**src/rtl/crack.sv**
```systemverilog
// ARC4 key-search controller: launches arc4 per candidate key and scans the plaintext for printability.
// Optional CRACK_TRIED_CNT_EN adds a 25-bit count of candidates launched on port tried.
module crack #(
    parameter logic [23:0] KEY_START = 24'h000000,
    parameter logic [23:0] KEY_LAST  = 24'hFFFFFF,
    parameter logic [23:0] KEY_STEP  = 24'h000001
) (
    input  logic        clk,
    input  logic        rst_n,
    input  logic        en,
    output logic        rdy,
    output logic [23:0] key,
    output logic        key_valid,
    output logic        a4_en,
    input  logic        a4_rdy,
    output logic [23:0] a4_key,
    output logic [7:0]  pt_addr,
    input  logic [7:0]  pt_rddata
`ifdef CRACK_TRIED_CNT_EN
    ,
    output logic [24:0] tried
`endif
);

    typedef enum logic [3:0] {
        S_IDLE, S_LAUNCH, S_WAIT_BUSY, S_WAIT_DONE, S_RD_LEN,
        S_CHK_LEN, S_RD_CHAR, S_CHK_CHAR, S_NEXT, S_DONE
    } state_e;

    state_e      state_q, state_d;
    logic [23:0] cand_q, cand_d;
    logic [7:0]  len_q, len_d;
    logic [7:0]  idx_q, idx_d;
    logic        hit_q, hit_d;
    logic [23:0] key_q, key_d;
    logic        key_valid_q, key_valid_d;
    logic [24:0] nxt;
    logic        printable;

    assign nxt       = {1'b0, cand_q} + {1'b0, KEY_STEP};
    assign printable = (pt_rddata >= 8'h20) && (pt_rddata <= 8'h7E);

    assign key       = key_q;
    assign key_valid = key_valid_q;
    assign a4_key    = cand_q;

`ifdef CRACK_TRIED_CNT_EN
    logic [24:0] tried_q, tried_d;
    assign tried = tried_q;

    always_ff @(posedge clk or negedge rst_n) begin
        if (!rst_n) begin
            tried_q <= '0;
        end else begin
            tried_q <= tried_d;
        end
    end

    always_comb begin
        tried_d = tried_q;
        if (state_q == S_IDLE && en) begin
            tried_d = '0;
        end else if (a4_en) begin
            tried_d = tried_q + 25'd1;
        end
    end
`endif

    // NOTE: state registers use non-blocking assignments so every flop samples pre-edge values.
    always_ff @(posedge clk or negedge rst_n) begin
        if (!rst_n) begin
            state_q     <= S_IDLE;
            cand_q      <= '0;
            len_q       <= '0;
            idx_q       <= '0;
            hit_q       <= 1'b0;
            key_q       <= '0;
            key_valid_q <= 1'b0;
        end else begin
            state_q     <= state_d;
            cand_q      <= cand_d;
            len_q       <= len_d;
            idx_q       <= idx_d;
            hit_q       <= hit_d;
            key_q       <= key_d;
            key_valid_q <= key_valid_d;
        end
    end

    // NOTE: every output of this block gets a default first, so no path can infer a latch.
    always_comb begin
        state_d     = state_q;
        cand_d      = cand_q;
        len_d       = len_q;
        idx_d       = idx_q;
        hit_d       = hit_q;
        key_d       = key_q;
        key_valid_d = key_valid_q;
        rdy         = 1'b0;
        a4_en       = 1'b0;
        pt_addr     = 8'd0;

        unique case (state_q)
            S_IDLE: begin
                rdy = 1'b1;
                if (en) begin
                    cand_d      = KEY_START;
                    key_valid_d = 1'b0;
                    hit_d       = 1'b0;
                    state_d     = S_LAUNCH;
                end
            end
            S_LAUNCH: begin
                if (a4_rdy) begin
                    a4_en   = 1'b1;
                    state_d = S_WAIT_BUSY;
                end
            end
            // arc4 still shows ready in the cycle after it samples en; wait for it to drop.
            S_WAIT_BUSY: begin
                if (!a4_rdy) state_d = S_WAIT_DONE;
            end
            S_WAIT_DONE: begin
                if (a4_rdy) state_d = S_RD_LEN;
            end
            S_RD_LEN: begin
                pt_addr = 8'd0;
                state_d = S_CHK_LEN;
            end
            S_CHK_LEN: begin
                len_d = pt_rddata;
                idx_d = 8'd1;
                if (pt_rddata == 8'd0) begin
                    hit_d   = 1'b1;
                    state_d = S_DONE;
                end else begin
                    state_d = S_RD_CHAR;
                end
            end
            S_RD_CHAR: begin
                pt_addr = idx_q;
                state_d = S_CHK_CHAR;
            end
            S_CHK_CHAR: begin
                if (!printable) begin
                    state_d = S_NEXT;
                end else if (idx_q == len_q) begin
                    hit_d   = 1'b1;
                    state_d = S_DONE;
                end else begin
                    idx_d   = idx_q + 8'd1;
                    state_d = S_RD_CHAR;
                end
            end
            // 25-bit sum so a carry out of the key space ends the search instead of wrapping.
            S_NEXT: begin
                if (nxt[24] || nxt > {1'b0, KEY_LAST}) begin
                    hit_d   = 1'b0;
                    state_d = S_DONE;
                end else begin
                    cand_d  = nxt[23:0];
                    state_d = S_LAUNCH;
                end
            end
            S_DONE: begin
                key_d       = hit_q ? cand_q : 24'd0;
                key_valid_d = hit_q;
                state_d     = S_IDLE;
            end
            default: state_d = S_IDLE;
        endcase
    end

endmodule

```
**config.mk**
```make
export PLATFORM = sky130hd
export DESIGN_NAME = crack
export DESIGN_NICKNAME = d
export VERILOG_FILES = /design/src/rtl/crack.sv
export SDC_FILE = /design/constraint.sdc
export NUM_CORES = 1
export LEC_CHECK = 0
export CORE_MARGIN = 4
export CORE_UTILIZATION = 50
export CTS_CLUSTER_SIZE = 24
export DETAILED_ROUTE_END_ITERATION = 12
export PLACE_DENSITY = 0.77
export SETUP_SLACK_MARGIN = 0.2
export SYNTH_ARGS = -nofsm -noshare
export SYNTH_HDL_FRONTEND = slang
export SYNTH_SLANG_ARGS = --single-unit
export TNS_END_PERCENT = 100
```
**constraint.sdc**
```tcl
create_clock -name clk -period 7.5 [get_ports clk]
set_input_delay 1.5 -clock clk [delete_from_list [all_inputs] [get_ports clk]]
set_output_delay 1.5 -clock clk [all_outputs]
set_load 0.05 [all_outputs]
```
==> results.sh <==
export IMPL_run_status="finished clean"
export IMPL_synthesis_yosys_warnings=0
export IMPL_drtPass1Iterations=5
export IMPL_grt_start_max_net_pins=71
export IMPL_synth_yosys_seq_area_share=0.435
export IMPL_chipWidth_um=97.7
export IMPL_initial_core_util=0.518
export IMPL_synth_async_reset_ratio=1.00
export IMPL_gp_congestion=0.843
export IMPL_track_usage=0.229
export IMPL_viasPerCell=6.02
export IMPL_synth_area_per_cell_um2=8.98
export IMPL_worstSkewPairLatency_ns=0.36
export IMPL_drc=0
export IMPL_worst_setup_path_start_kind="primary input"
export IMPL_synth_cell_types=58
export IMPL_globalRouteOverflowTotal=0
export IMPL_hpwl_mm=7.34
export IMPL_std_cell_rows=32
export IMPL_postPlaceCellArea_um2=4740
export IMPL_cts_htree_levels=3
export IMPL_net_switching_power_mw=0.528
export IMPL_dominant_delay_contributor_by_cell_family_on_the_critical_path="buffers and inverters"
export IMPL_core_region_area_um2=7770
export IMPL_synthesized_net_count=463
export IMPL_setup_total_negative_slack_ns=0
export IMPL_final_min_clock_period_ns=4.50
export IMPL_count_of_hold_fix_buffers_inserted_at_cts=0
export IMPL_ant_nets=0
export IMPL_floorplan_die_area_um2=9540
export IMPL_ys_flop_type="dfrtp_1"
export IMPL_first_global_vias=3644
export IMPL_crit_slowest_cell="clkdlybuf4s50_1"
export IMPL_detailroute_via_count=3698
export IMPL_number_of_enable_type_register_cells_in_the_synthesized_netlist=0
export IMPL_cts_root_buf="clkbuf_8"
export IMPL_timing_final_max_slew_violations=0
export IMPL_fin_crit_sh=0.600
export IMPL_power_frac_comb=0.337
export IMPL_number_of_max_cap_violations=0
export IMPL_final_hold_violation_count=0
export IMPL_finalSetupViolations=0
export IMPL_final_nets=523
export IMPL_post_cts_resized=0
export IMPL_cpMostUsedCell="clkdlybuf4s50_1"
export IMPL_drive_gt1_frac=0.0820
export IMPL_postCtsSetupBuffers=0
export IMPL_layout_cell_area_non_filler_um2=4960
export IMPL_worst_ep_arrival_time_ns=3.00
export IMPL_clk_pin_slew_ns=0.07
export IMPL_syn_instance_count=448
export IMPL_crit_path_max_incr_delay_ns=0.80
export IMPL_sequentialPowerShare=0.403
export IMPL_route_final_wire_length_mm=10.5
export IMPL_tritoncts="built"
export IMPL_crit_path_cell_trace="clkdlybuf4s50_1, and3_1, clkdlybuf4s50_1"
export IMPL_clock_sinks=70
export IMPL_n_fill_cell=658
export IMPL_critPathRequiredTime_ns=6.00
export IMPL_cp_end_kind="primary output"
export IMPL_vdd_drop_max_uv=125
export IMPL_grt_first_pass_wirelength_mm=17.9
export IMPL_final_hold_worst_slack_ns=0.477
export IMPL_final_common_cell="nand2_1"
export IMPL_layout_common_cells="nand2_1, dfrtp_1, clkdlybuf4s50_1"
export IMPL_unrepaired_setup_endpoints_after_global_routing="no"
export IMPL_clock_tree_buffer_depth=2
export IMPL_pwr_share_clk=0.260
export IMPL_p_int_mw=0.798
export IMPL_critical_path_n_buffers_inverters=2
export IMPL_worst_slew_pin_transition_ns=1.24
export IMPL_number_of_antenna_violations_at_the_first_check_in_global_routing=0
export IMPL_skew_ns=0.0135
export IMPL_placement_io_buffers=70
export IMPL_crit_type="primary input to primary output"
export IMPL_diodes=0
export IMPL_final_util=0.639
export IMPL_path_max_fanout=4
export IMPL_p_sw_frac=0.398
export IMPL_cts_buffers_inserted=9
export IMPL_fmax_mhz=222
export IMPL_syn2layout_area_growth_pct=23.4
export IMPL_cellLeakagePower_nw=1.91
export IMPL_final_setup_worst_slack_ns=3.00
export IMPL_detail_route_iter0_violations=201
export IMPL_min_path_type="flip-flop to flip-flop"
export IMPL_die_height_um=97.7
export IMPL_ys_seq_elements=70
export IMPL_slew_headroom=0.176
export IMPL_route_detailed_wl_per_inst_um=17.1
export IMPL_post_place_ws_ns=3.01
export IMPL_cellPowerDensity_nw_per_um2=267
export IMPL_mappedNetlistArea_um2=4020
export IMPL_num_io_pins=71
-- final cells by class --
type / count / area (µm²) / area share
clock buffer: 10 / 138 / 0.0277
clock inverter: 5 / 82.6 / 0.0166
inverter: 28 / 105 / 0.0212
multi-input combinational: 327 / 2050 / 0.413
sequential: 70 / 1750 / 0.353
tap: 102 / 128 / 0.0257
timing repair buffer: 72 / 711 / 0.143
-- cell families (layout without fill, tap and decap cells) --
group,after synthesis,count (layout),synth area share
multiplexers,2,2,0.00498
buffers and inverters,51,115,0.0569
XOR/XNOR,15,15,0.0327
AND/OR/NAND/NOR,200,200,0.256
AO/OA/AOI/OAI,107,107,0.204
flip-flops,70,70,0.435
adder cells (fa/ha/maj),3,3,0.00933
-- flip-flops by register name (all words and copies together) (netlist names) --
register,cells
idx_q,8
key,24
state_q,4
a4_key,24
hit_q,1
key_valid,1
len_q,8
-- cells in the mapped netlist, drive strengths merged, types with 10 or more instances --
cell    count  share of area
inv        28          0.026
o221ai     10          0.036
clkbuf     15          0.014
or4        11          0.021
nor2       27          0.025
and2       12          0.019
xnor2      12          0.026
o31ai      23          0.043
nand3      18          0.026
o21ai      27          0.035
nand4      14          0.022
nor3       13          0.016
o211ai     11          0.028
a21oi      14          0.018
nand2      76          0.073
dfrtp      70           0.44
-- metrics by stage --
stage / cells / total power, mW
floorplan: 448 / 0.847
finish: 614 / 1.33
global route: 614 / 1.40
CTS: 614 / 1.33
detailed placement: 599 / 0.989
global placement: 599 / 0.976
-- power by group through the flow --
stage | Combinational (mW) | Sequential [mW] | Clock, mW
after global routing | 0.486 | 0.549 | 0.366
after global placement | 0.439 | 0.537 | 0
after detailed placement | 0.448 | 0.541 | 0
after floorplan | 0.258 | 0.589 | 0
after CTS | 0.450 | 0.534 | 0.350
final | 0.447 | 0.535 | 0.344
-- worst paths after layout --
path                                       start                      to  slack [ns]  cells after the start
min reg2reg                  key[18]$_DFFE_PN0P_     key[18]$_DFFE_PN0P_        0.48                      2
min                          key[18]$_DFFE_PN0P_     key[18]$_DFFE_PN0P_        0.48                      2
max                                       a4_rdy                   a4_en        3.00                      3
max in group asynchronous                  rst_n     key[21]$_DFFE_PN0P_        5.56                      2
max reg2reg                a4_key[1]$_DFFE_PN0P_  a4_key[23]$_DFFE_PN0P_        3.26                      8
min in group asynchronous                  rst_n  state_q[1]$_DFFE_PN0P_        1.35                      2
-- per-layer routing --
layer	vias to the layer above	wire, µm	track usage
met5	-	0	0
met4	0	255	0.0916
met3	29	724	0.0438
met2	153	5160	0.378
met1	1773	4350	0.295
li1	1743	-	-
-- worst min-delay path: stages (launching register included) --
cell and delay [ns]:
dfrtp_1 0.34, nand2_1 0.05, o31ai_1 0.05
(Power assumes the default switching activity.)
